<file path="src/rtl/clkdiv_pkg.sv">
// clkdiv_pkg: shared state encoding and default width for the clock-divider scheduler.
package clkdiv_pkg;
   typedef enum logic [1:0] {IDLE = 2'd0, RUN = 2'd1, PEND = 2'd2} state_e;
   localparam int CNT_W_DEF = 4;
endpackage

</file>
<file path="src/rtl/clkdiv_core.sv">
// clkdiv_core: period counter owning cnt, the active half-period, div_out and period_done.
module clkdiv_core
   import clkdiv_pkg::*;
#(
   parameter int CNT_W = CNT_W_DEF
) (
   input  logic             clk,
   input  logic             resetn,
   input  logic             load_i,
   input  logic [CNT_W-1:0] half_i,
   input  logic             stop_i,
   output logic             div_o,
   output logic             period_done_o,
   output logic             boundary_o
);
   localparam logic [CNT_W:0] ONE = 1;
   logic [CNT_W:0]   cnt_q, cnt_d;
   logic [CNT_W-1:0] act_q, act_d;
   logic             div_q, div_d, pd_q, pd_d;
   assign boundary_o = (cnt_q != '0) && (cnt_q == {act_q, 1'b0});
   // A zero count with a nonzero ratio means a held-off period is free to start.
   always_comb begin
      act_d = load_i ? half_i : act_q;
      cnt_d = stop_i              ? '0 :
              load_i              ? ((half_i != '0) ? ONE : '0) :
              (cnt_q == '0)       ? ((act_q != '0) ? ONE : '0) :
              boundary_o          ? ONE : cnt_q + ONE;
      div_d = (cnt_d != '0) && (cnt_d <= {1'b0, act_d});
      pd_d  = (cnt_d != '0) && (cnt_d == {act_d, 1'b0});
   end
   always_ff @(posedge clk or negedge resetn) begin
      if (!resetn) begin
         cnt_q <= '0;
         act_q <= '0;
         div_q <= 1'b0;
         pd_q  <= 1'b0;
      end else begin
         cnt_q <= cnt_d;
         act_q <= act_d;
         div_q <= div_d;
         pd_q  <= pd_d;
      end
   end
   assign div_o         = div_q;
   assign period_done_o = pd_q;
endmodule

</file>
<file path="src/rtl/clkdiv_sched.sv">
// clkdiv_sched: ratio handshake and FSM that retimes ratio changes to output-period boundaries.
// Optional restart input enabled by defining CLKDIV_SCHED_RESTART_EN.
module clkdiv_sched
   import clkdiv_pkg::*;
#(
   parameter int CNT_W = CNT_W_DEF
) (
   input  logic             clk,
   input  logic             resetn,
`ifdef CLKDIV_SCHED_RESTART_EN
   input  logic             restart,
`endif
   input  logic             cfg_valid,
   output logic             cfg_ready,
   input  logic [CNT_W-1:0] cfg_half,
   output logic             div_out,
   output logic             busy,
   output logic             period_done
);
   state_e           state_q, state_d;
   logic [CNT_W-1:0] pend_q, pend_d, half;
   logic             busy_q, load, rs, boundary, accept;
`ifdef CLKDIV_SCHED_RESTART_EN
   assign rs = restart && (state_q != IDLE);
`else
   assign rs = 1'b0;
`endif
   assign cfg_ready = (state_q != PEND) && !rs;
   assign accept    = cfg_valid && cfg_ready;
   // A zero half-period loaded into the core stops it, so stop and ratio change share one path.
   always_comb begin
      state_d = state_q;
      pend_d  = pend_q;
      load    = 1'b0;
      half    = cfg_half;
      if (rs) begin
         load    = (state_q == PEND);
         half    = pend_q;
         state_d = (state_q == PEND && pend_q == '0) ? IDLE : RUN;
      end else begin
         unique case (state_q)
            IDLE: if (accept && cfg_half != '0) begin
               load    = 1'b1;
               state_d = RUN;
            end
            RUN: if (accept && boundary) begin
               load    = 1'b1;
               state_d = (cfg_half != '0) ? RUN : IDLE;
            end else if (accept) begin
               pend_d  = cfg_half;
               state_d = PEND;
            end
            PEND: if (boundary) begin
               load    = 1'b1;
               half    = pend_q;
               state_d = (pend_q != '0) ? RUN : IDLE;
            end
            default: state_d = IDLE;
         endcase
      end
   end
   always_ff @(posedge clk or negedge resetn) begin
      if (!resetn) begin
         state_q <= IDLE;
         pend_q  <= '0;
         busy_q  <= 1'b0;
      end else begin
         state_q <= state_d;
         pend_q  <= pend_d;
         busy_q  <= (state_d != IDLE);
      end
   end
   assign busy = busy_q;
   clkdiv_core #(.CNT_W(CNT_W)) u_core (
      .clk          (clk),
      .resetn       (resetn),
      .load_i       (load),
      .half_i       (half),
      .stop_i       (rs),
      .div_o        (div_out),
      .period_done_o(period_done),
      .boundary_o   (boundary)
   );
endmodule

</file>
<file path="config.mk">
export PLATFORM = sky130hd
export DESIGN_NAME = clkdiv_sched
export DESIGN_NICKNAME = d
export VERILOG_FILES = /design/src/rtl/clkdiv_pkg.sv /design/src/rtl/clkdiv_core.sv /design/src/rtl/clkdiv_sched.sv
export SDC_FILE = /design/constraint.sdc
export NUM_CORES = 1
export LEC_CHECK = 0
export BUFFER_PORTS_ARGS = -buffer_cell sky130_fd_sc_hd__buf_2
export CORE_MARGIN = 8
export CORE_UTILIZATION = 61
export CTS_BUF_LIST = sky130_fd_sc_hd__clkbuf_8
export DETAILED_ROUTE_END_ITERATION = 8
export GPL_TIMING_DRIVEN = 0
export PLACE_DENSITY = 0.81
export SYNTH_ARGS = -nofsm -noshare
export SYNTH_HDL_FRONTEND = slang
export SYNTH_SLANG_ARGS = --single-unit
</file>
<file path="constraint.sdc">
create_clock -name clk -period 3.4 [get_ports clk]
set_clock_uncertainty 0.2 [all_clocks]
set_input_delay 0.51 -clock clk [delete_from_list [all_inputs] [get_ports clk]]
set_output_delay 0.51 -clock clk [all_outputs]
set_load 0.02 [all_outputs]
</file>
### Word level (Yosys, flattened, before mapping)

Cells that the tools add are included.

* order comparisons: 1
* mux-type cells: 19
* equal/unequal tests: 5
* reduce and logical (&&, ||, !) cells: 16
* div/mod/pow operators: 0
* bitwise logic cells: 1
* $add $sub $neg: 1
* $mul: 0
* shift operators: 0

Operator list (count)
* nonzero test 4 bit: 4
* two-way mux 5 bit: 3
* two-way mux 4 bit: 3
* == test 5 bit: 2
* nonzero test 5 bit: 2
* two-way mux 2 bit: 4
* two-way mux 1 bit: 7
* logical AND 1 bit: 6
* one-hot mux 2 bit (3 select lines): 1
* adder 5 x 1 -> 5 bit, second input constant: 1
* less-or-equal comparator 5 x 4 -> 1 bit: 1
* logical NOT 5 bit: 1
* one-hot mux 1 bit (3 select lines): 1
* AND reduction 3 bit: 1
* == test 2 x 1 -> 1 bit, second input constant: 1
* == test 2 bit, second input constant: 1
* logical NOT 2 bit: 1
* inequality test 2 bit, second input constant: 1
* nonzero test 2 bit: 1
* inverter 1 bit: 1

* register bits after elaboration: 18
* memory bits (read-only): 0
* word-level logic and storage cells: 50
* input port bits: 7
* latch bits: 0
* bits in writable memories: 0
* output and inout port bits: 4
* memories: 0

### Depth between registers and ports, before layout

Gate-level depths: netlist of the first run.

* word-level depth: 9
* depth in mapped cells: 16
* mapped depth without buffers: 16

### Cells and area by module

Synthesis of the first run repeated with hierarchy kept, for this count alone.

* cell total of the unflattened synthesis: 117
* area, all modules: 1253.7 um2

Modules (own cells, without submodules)
* clkdiv_core: sequential area each 275.3 um2, instances 1, cells an instance 81, area an instance 854.6 um2
* clkdiv_sched: sequential area each 175.2 um2, instances 1, cells an instance 36, area an instance 399.1 um2

### Least setup slack after synthesis of the first run

Ideal clock, no wire load.

* path kind: register -> register
* from: register u_core.cnt_q[0]
* to: register u_core.div_q, in the netlist u_core.div_o
* arrival: 2632 ps
* library setup time: 99 ps
* clock period less this slack: 2931 ps
* stages on the path, launching flop included: 15
* slack: 469 ps
* buffers on the path: 0
* data required time: 3101 ps
* cell sequence: dfrtp_1 inv_1 ha_1 nor4b_4 nor2_1 a31oi_2 nand2_1 a31o_2 ha_1 nor2b_1 o21ai_0 nand2b_1 a21oi_1 a41oi_1 a311oi_1

* cells in the longest elaborated chain, start to end: 9
* elaborated cells between the ends (all ways): 20
* classes of those cells: add/sub: 1; order compare: 1; eq/ne: 1; mux: 10; reduce/logical: 7

Ends and longest elaborated chain
* start: declaration: line clkdiv_core.sv:17 `logic [CNT_W:0] cnt_q, cnt_d;`
* start signal: assignment: line clkdiv_core.sv:38 `cnt_q <= cnt_d;`
* == test 5 bit / nonzero test 5 bit (equally long branches): line clkdiv_core.sv:20 `assign boundary_o = (cnt_q != '0) && (cnt_q == {act_q, 1'b0});`
* logical AND 1 bit: line clkdiv_core.sv:20
* two-way mux 4 bit: line clkdiv_sched.sv:53 `PEND: if (boundary) begin`
* two-way mux 4 bit: line clkdiv_sched.sv:41 `unique case (state_q)`
* nonzero test 4 bit: line clkdiv_core.sv:25 `load_i ? ((half_i != '0) ? ONE : '0) :`
* two-way mux 1 bit: line clkdiv_core.sv:25
* two-way mux 5 bit: line clkdiv_core.sv:25
* less-or-equal comparator 5 x 4 -> 1 bit / nonzero test 5 bit (equally long branches): line clkdiv_core.sv:28 `div_d = (cnt_d != '0) && (cnt_d <= {1'b0, act_d});`
* logical AND 1 bit *: line clkdiv_core.sv:28
* via u_core.div_d: line clkdiv_core.sv:19 `logic div_q, div_d, pd_q, pd_d;`
* end signal: assignment: line clkdiv_core.sv:40 `div_q <= div_d;`
* end: declaration: line clkdiv_core.sv:19

The timed path passes the listed nets; every way through them passes the cells marked *.
A chain may end at the register's enable or synchronous reset.

### Final worst setup path of the first run

* from: register u_core.cnt_q[3]
* to: register u_core.div_q, in the netlist u_core.div_o

* elaborated cells between the ends (all ways): 20
* classes of those cells: add/sub: 1; order compare: 1; eq/ne: 1; mux: 10; reduce/logical: 7

RTL lines
* == test 5 bit / nonzero test 5 bit (equally long branches): line clkdiv_core.sv:20
* logical AND 1 bit *: line clkdiv_core.sv:20
* logical AND 1 bit: line clkdiv_sched.sv:46 `RUN: if (accept && boundary) begin`
* two-way mux 1 bit: line clkdiv_sched.sv:46
* one-hot mux 1 bit (3 select lines): line clkdiv_sched.sv:41
* two-way mux 4 bit *: line clkdiv_core.sv:23 `act_d = load_i ? half_i : act_q;`
* via u_core.act_d[2]: line clkdiv_core.sv:18 `logic [CNT_W-1:0] act_q, act_d;`
* less-or-equal comparator 5 x 4 -> 1 bit *: line clkdiv_core.sv:28
* logical AND 1 bit *: line clkdiv_core.sv:28
* via u_core.div_d: line clkdiv_core.sv:19

Marked as above.

==> results.tsv, run 1 <==
stage	metric	value	unit
status	status	complete, no violations	
worst_setup_path	critPathRequiredTime	3.35	ns
timing	hold_viol	0	
pwr	powerDensity	1040	mW/mm^2
placement	dp_cells	162	
route	totalWireLength	2800	um
worst_setup_path	crit_arrival	3.12	ns
route	vias	1043	
grt	grt_pass1_wl	4630	um
synthesis	synth_edf_count	0	
final_layout	drive_above_1_share	0.280	
synthesis	postSynthAreaPerCell	9.75	um^2
synthesis	ys.flop_type	dfrtp_1	
worst_setup_path	r2r_start	u_core.cnt_q[3]$_DFF_PN0_	
worst_setup_path	cpMostUsedCell	a21oi_1	
worst_setup_path	cp-endpoint	u_core.div_o$_DFF_PN0_	
pwr	p_leak	0.653	nW
synthesis	yosysSeqAreaShare	0.370	
route	drtIter0Drc	36	
cts	root_buffer	clkbuf_8	
die	ios	11	
synthesis	yosys_warnings	0	
timing	min_period_over_period	0.933	
cts	clk_pin_slew	0.07	ns
pwr	p_seq_frac	0.275	
grt	grt_pass1_vias	1024	
flow_run	maxCapViolations	0	
cts	cts_num_sinks	18	
route	dr.pass1.iters	4	
final_layout	finalNonFillerCells	170	
timing	setup_viol_count_final	0	
route	viasPerCell	6.14	
timing	fin_setup_tns	0	ns
route	wire_per_inst	16.5	um
pwr	p_switching	0.000694	W
cts	clock_latency	0.25	ns
route	ant_nets	0	
placement	numPortBuffers	10	
cts	cts_buffers	3	
timing	period_needed	3.17	ns
worst_setup_path	rr_worst_depth	13	
timing	worst_slack	0.227	ns
die	start_util	0.634	
hold_path	min_path_type	register to register	
worst_setup_path	path_buf_inv	2	
pwr	p_int	0.000802	W
worst_setup_path	crit_path_start	u_core.cnt_q[3]$_DFF_PN0_	
worst_setup_path	crit_path_end_kind	register	
worst_setup_path	critical_path.top_delay_family	compound AO/OA/AOI/OAI gates	
grt	grt_max_degree	19	
timing	finalMaxSlewViolations	0	
synthesis	synth-seq-cells	18	
pwr	peakVddDrop	0.846	mV
pwr	comb_power_share	0.607	
worst_setup_path	cp_max_fo	6	
final_layout	synthToLayoutAreaGrowth	17.6	%
die	dieArea	0.00368	mm^2
cts	htree_levels	1	
grt	grt_overflow	0	
worst_setup_path	r2r_slack	0.23	ns
route	drc	0	
pwr	swShare	0.464	
worst_setup_path	slowest_stage	dfrtp_1	
pwr	p_clk_frac	0.118	
worst_setup_path	critPathLaunchType	register	
synthesis	synth_cell_types	43	
cts	cts_tree	done	
worst_setup_path	cpPeakStageDelay	0.45	ns
placement	place_ws	-0.0720	ns
worst_setup_path	worstSetupPathType	register to register	
die	row_count	16	
synthesis	syn-instance-count	125	
placement	dpl.hpwl	2090	um
worst_setup_path	crit_chain	xor2_1 -> nor4_4 -> buf_4 -> nand2_1 -> o221a_2 -> a21oi_1 -> inv_1 -> ha_1 -> o21ai_1 -> nand2b_1 -> a21oi_1 -> a41oi_1 -> a311oi_1	
final_layout	diodes	0	
timing	relSlewSlack	0.649	
timing	clock.fmax	315	MHz
timing	worstMarginPinSlew	0.523	ns
synthesis	synth.cell_area	0.00122	mm^2
die	dieHeight	60.7	um
grt	antenna_found_initial	0	
grt	track_usage	0.165	
cts	clockBufferDepth	2	
worst_setup_path	cp.depth	13	
die	core-area	0.00192	mm^2
synthesis	synth_nets	138	
die	die_x	60.7	um
placement	gp_congestion	0.888	
synthesis	synthArstFlopShare	1.00	
final_layout	nets	157	
worst_setup_path	r2r_end	u_core.div_o$_DFF_PN0_	
## power by group through the flow
stage | Clock (W) | Combinational (W) | Sequential, W
after CTS | 0.000177 | 0.000834 | 0.000407
after global routing | 0.000190 | 0.00101 | 0.000424
final | 0.000177 | 0.000908 | 0.000412
after floorplan | 0 | 0.000622 | 0.000404
after detailed placement | 0 | 0.000816 | 0.000411
after global placement | 0 | 0.000776 | 0.000406
## registers in the layout, summed over array words and instances (netlist names)
| name | cells |
|---|---|
| busy | 1 |
| pend_q | 4 |
| u_core.period_done_o | 1 |
| u_core.div_o | 1 |
| u_core.cnt_q | 5 |
| state_q | 2 |
| u_core.act_q | 4 |
## cells by family after synthesis
group / count (synthesis) / synth area share
buffers and inverters: 12 / 0.0431
and+or+nand+nor: 44 / 0.215
AOI/OAI and AO/OA: 30 / 0.192
DFF: 18 / 0.370
xor gates and xnor gates: 8 / 0.0575
muxes: 7 / 0.0616
adders and majority gates: 6 / 0.0616
## repair_timing
item                                    4_1_cts  5_1_grt
gates resized for setup                       0        9
cloned                                        0        0
hold endpoints to repair                     18        0
pin swaps                                     1        4
buffers inserted                              1        2
hold buffers                                  1        0
endpoints found under the setup margin        1        1
## per-layer routing
metal	share of wire	routed length, um	global-route usage	vias up
met5	0	0	0	-
met4	0.026	72	0.0631	0
met3	0.049	137	0.0318	9
met2	0.51	1420	0.276	31
met1	0.42	1170	0.202	507
li1	-	-	-	496
## cell type report
class                      instances  area (um^2)
sequential                        18          452
multi-input combinational         95          757
tap                               27         33.8
timing repair buffer              14         82.6
inverter                          10         37.5
fill                             145          489
buffer                             2         15.0
clock buffer                       4         55.1
## cells in the final DEF, fill, tap and decap left out, types with 2 or more instances in the layout
cell	instances
dfrtp_1	17
inv_1	10
buf_2	10
nand2_1	9
xor2_1	7
nor2_1	7
ha_1	6
a21oi_1	5
o21ai_0	5
nand3_1	5
mux2_2	4
clkbuf_8	4
nand2b_1	3
mux2i_1	3
a22oi_1	3
buf_4	3
nor4_1	2
or4_1	2
nor3_1	2
a41oi_1	2
or2_2	2
## through the flow
stage / hold slack [ns] / cell area, um^2 / total power, W / utilization
final: 0.327 / 1430 / 0.00150 / 0.745
after global routing: 0.366 / 1430 / 0.00162 / 0.745
after CTS: 0.326 / 1380 / 0.00142 / 0.715
after detailed placement: 0.263 / 1300 / 0.00123 / 0.678
after global placement: 0.252 / 1300 / 0.00118 / 0.678
after floorplan: 0.0144 / 1220 / 0.00103 / -
## cells in the mapped netlist, types with 2 or more instances
library cell | instances | area, um^2
o21ai_0 | 6 | 30.0
a22oi_1 | 3 | 22.5
or2_2 | 2 | 12.5
mux2_2 | 4 | 45.0
ha_1 | 6 | 75.1
inv_1 | 10 | 37.5
nor3_1 | 3 | 15.0
nor4_1 | 3 | 18.8
a21oi_1 | 5 | 25.0
mux2i_1 | 3 | 30.0
dfrtp_1 | 18 | 450
a41oi_1 | 2 | 17.5
nor2_1 | 8 | 30.0
xor2_1 | 7 | 61.3
nand3_1 | 5 | 25.0
or4_1 | 2 | 15.0
nand2b_1 | 3 | 18.8
nand2_1 | 10 | 37.5
## worst min path at each step
| stage | end | depth (start not counted) | slack [ns] | startpoint |
|---|---|---|---|---|
| 2_1_floorplan | busy$_DFF_PN0_ | 0 | 0.01 | resetn |
| 3_3_place_gp | u_core.cnt_q[1]$_DFF_PN0_ | 1 | 0.25 | resetn |
| 3_5_place_dp | u_core.cnt_q[2]$_DFF_PN0_ | 1 | 0.26 | resetn |
| 4_1_cts | state_q[0]$_DFF_PN0_ | 1 | 0.33 | state_q[1]$_DFF_PN0_ |
| 5_1_grt | pend_q[1]$_DFFE_PN0P_ | 1 | 0.37 | pend_q[1]$_DFFE_PN0P_ |
| 6_report | state_q[0]$_DFF_PN0_ | 1 | 0.33 | state_q[1]$_DFF_PN0_ |
(Power assumes the default switching activity.)
==> inputs of run 2 (changes only) <==
--- a/config.mk
+++ b/config.mk
@@ -7,11 +7,10 @@
 export LEC_CHECK = 0
 export BUFFER_PORTS_ARGS = -buffer_cell sky130_fd_sc_hd__buf_2
 export CORE_MARGIN = 8
-export CORE_UTILIZATION = 61
+export CORE_UTILIZATION = 40
 export CTS_BUF_LIST = sky130_fd_sc_hd__clkbuf_8
 export DETAILED_ROUTE_END_ITERATION = 8
 export GPL_TIMING_DRIVEN = 0
-export PLACE_DENSITY = 0.81
 export SYNTH_ARGS = -nofsm -noshare
 export SYNTH_HDL_FRONTEND = slang
 export SYNTH_SLANG_ARGS = --single-unit
==> results.tsv, run 2 (synthesis gave the netlist of run 1 again) <==
stage	metric	value	unit
hold_path	min_path_type	register to register	
placement	numPortBuffers	10	
final_layout	largest_register_ffs	5	
cts	cts_tree	done	
pwr	comb_power_share	0.610	
route	viasPerCell	5.79	
die	start_util	0.409	
timing	finalMaxSlewViolations	0	
route	totalWireLength	2840	um
placement	place_area	0.00131	mm^2
final_layout	fillers	277	
cts	clockBufferDepth	2	
pwr	p_switching	0.000682	W
die	core-area	0.00298	mm^2
pwr	p_int	0.000804	W
timing	period_needed	3.21	ns
timing	setup_viol_count_final	0	
worst_setup_path	crit_path_end_kind	register	
route	dr.pass1.iters	4	
cts	clk_pin_slew	0.07	ns
pwr	p_seq_frac	0.276	
placement	dpl.hpwl	2090	um
placement	gp_congestion	0.810	
cts	htree_levels	1	
pwr	peakVddDrop	0.420	mV
timing	hold_viol	0	
die	dieHeight	71.2	um
worst_setup_path	crit_arrival	3.14	ns
die	dieArea	0.00507	mm^2
grt	antenna_found_initial	0	
worst_setup_path	critPathLaunchType	register	
pwr	powerDensity	1030	mW/mm^2
flow_run	maxCapViolations	0	
timing	clock.fmax	312	MHz
timing	min_period_over_period	0.943	
timing	whs	0.314	ns
grt	grt_pass1_vias	983	
worst_setup_path	worstSetupPathType	register to register	
final_layout	top_regs	u_core.cnt_q: 5 flops, pend_q: 4 flops, u_core.act_q: 4 flops	
final_layout	multiInputGateArea	757	um^2
timing	relSlewSlack	0.666	
pwr	p_leak	0.658	nW
grt	grt_pass1_wl	4730	um
cts	cts_num_sinks	18	
final_layout	finish.utilization	0.486	
final_layout	final_area	0.00145	mm^2
die	die_x	71.2	um
final_layout	synthToLayoutAreaGrowth	18.8	%
route	wire_per_inst	16.1	um
final_layout	nets	158	
final_layout	diodes	0	
route	drc	0	
die	ios	11	
timing	fin_setup_tns	0	ns
cts	cts_buffers	3	
pwr	swShare	0.459	
final_layout	drive_above_1_share	0.285	
cts	root_buffer	clkbuf_8	
worst_setup_path	cp_max_fo	6	
final_layout	seq_area	452	um^2
final_layout	top_register	u_core.cnt_q	
final_layout	final_common_cell	dfrtp_1	
final_layout	final_cell_mix	dfrtp_1, inv_1, buf_2	
timing	worstMarginPinSlew	0.498	ns
grt	grt_overflow	0	
pwr	power.total	0.00149	W
route	drtIter0Drc	113	
cts	clock_latency	0.25	ns
route	vias	1025	
die	row_count	20	
grt	grt_max_degree	19	
status	status	complete, no violations	
route	ant_nets	0	
grt	track_usage	0.118	
worst_setup_path	critPathRequiredTime	3.34	ns
pwr	p_clk_frac	0.114	
-- run 2: cell types whose count changed in the layout (fill, tap and decap cells not counted) --
| cell | previous run | this run |
|---|---|---|
| o21ai_0 | 5 | 6 |
| buf_4 | 3 | 4 |
| o21ai_1 | 1 | 0 |
-- run 2: repair_timing --
action / in CTS / in global routing
buffers inserted: 0 / 4
hold endpoints to repair: 18 / 0
gates resized for setup: 0 / 8
hold buffers: 1 / 0
setup endpoints to repair: 0 / 1
-- run 2: power groups by stage --
stage | combinational (W) | clock, W | sequential, W
2_1_floorplan | 0.000622 | 0 | 0.000404
3_3_place_gp | 0.000790 | 0 | 0.000410
3_5_place_dp | 0.000804 | 0 | 0.000412
4_1_cts | 0.000817 | 0.000175 | 0.000409
5_1_grt | 0.00101 | 0.000189 | 0.000422
6_report | 0.000906 | 0.000169 | 0.000410
-- run 2: path summary, 6_finish.rpt --
kind	startpoint	endpoint	slack (ns)	cells after the start
setup reg to reg	u_core.cnt_q[0]$_DFF_PN0_	u_core.div_o$_DFF_PN0_	0.19	14
hold reg to reg	state_q[1]$_DFF_PN0_	state_q[0]$_DFF_PN0_	0.31	1
setup / recovery	u_core.cnt_q[0]$_DFF_PN0_	u_core.div_o$_DFF_PN0_	0.19	14
max in group asynchronous	resetn	u_core.cnt_q[0]$_DFF_PN0_	2.16	2
hold / removal	state_q[1]$_DFF_PN0_	state_q[0]$_DFF_PN0_	0.31	1
min in group asynchronous	resetn	state_q[1]$_DFF_PN0_	0.53	2
-- run 2: layout make-up --
type                       instances  share of cell area
clock buffer                       4              0.0380
timing repair buffer              15              0.0622
tap                               33              0.0285
inverter                          10              0.0259
sequential                        18               0.312
multi-input combinational         95               0.523
buffer                             2              0.0104
-- run 2: metrics by stage --
stage                     setup slack (ns)  instances
after global placement              0.0431        168
after floorplan                      0.469        125
after CTS                           0.0510        173
after detailed placement          -0.00667        168
final                                0.195        177
after global routing               -0.0399        177
-- run 2: per-layer routing --
metal | vias to the layer above | wire length (um) | GRT usage
met1 | 488 | 1360 | 0.157
met3 | 6 | 128 | 0.0254
met2 | 28 | 1300 | 0.170
met5 | - | 0 | 0
met4 | 0 | 55 | 0.0624
li1 | 503 | - | -
-- run 2: critical path, stage by stage (launching register included) --
cell and delay (ns):
dfrtp_2 0.45, inv_1 0.08, ha_1 0.14, nor4b_4 0.41
nor2_4 0.13, a31oi_4 0.23, nand2_1 0.08, a31o_2 0.25
ha_1 0.30, nor2b_1 0.13, o21ai_0 0.14, nand2b_1 0.07
a21oi_1 0.14, a41oi_1 0.07, a311oi_1 0.27
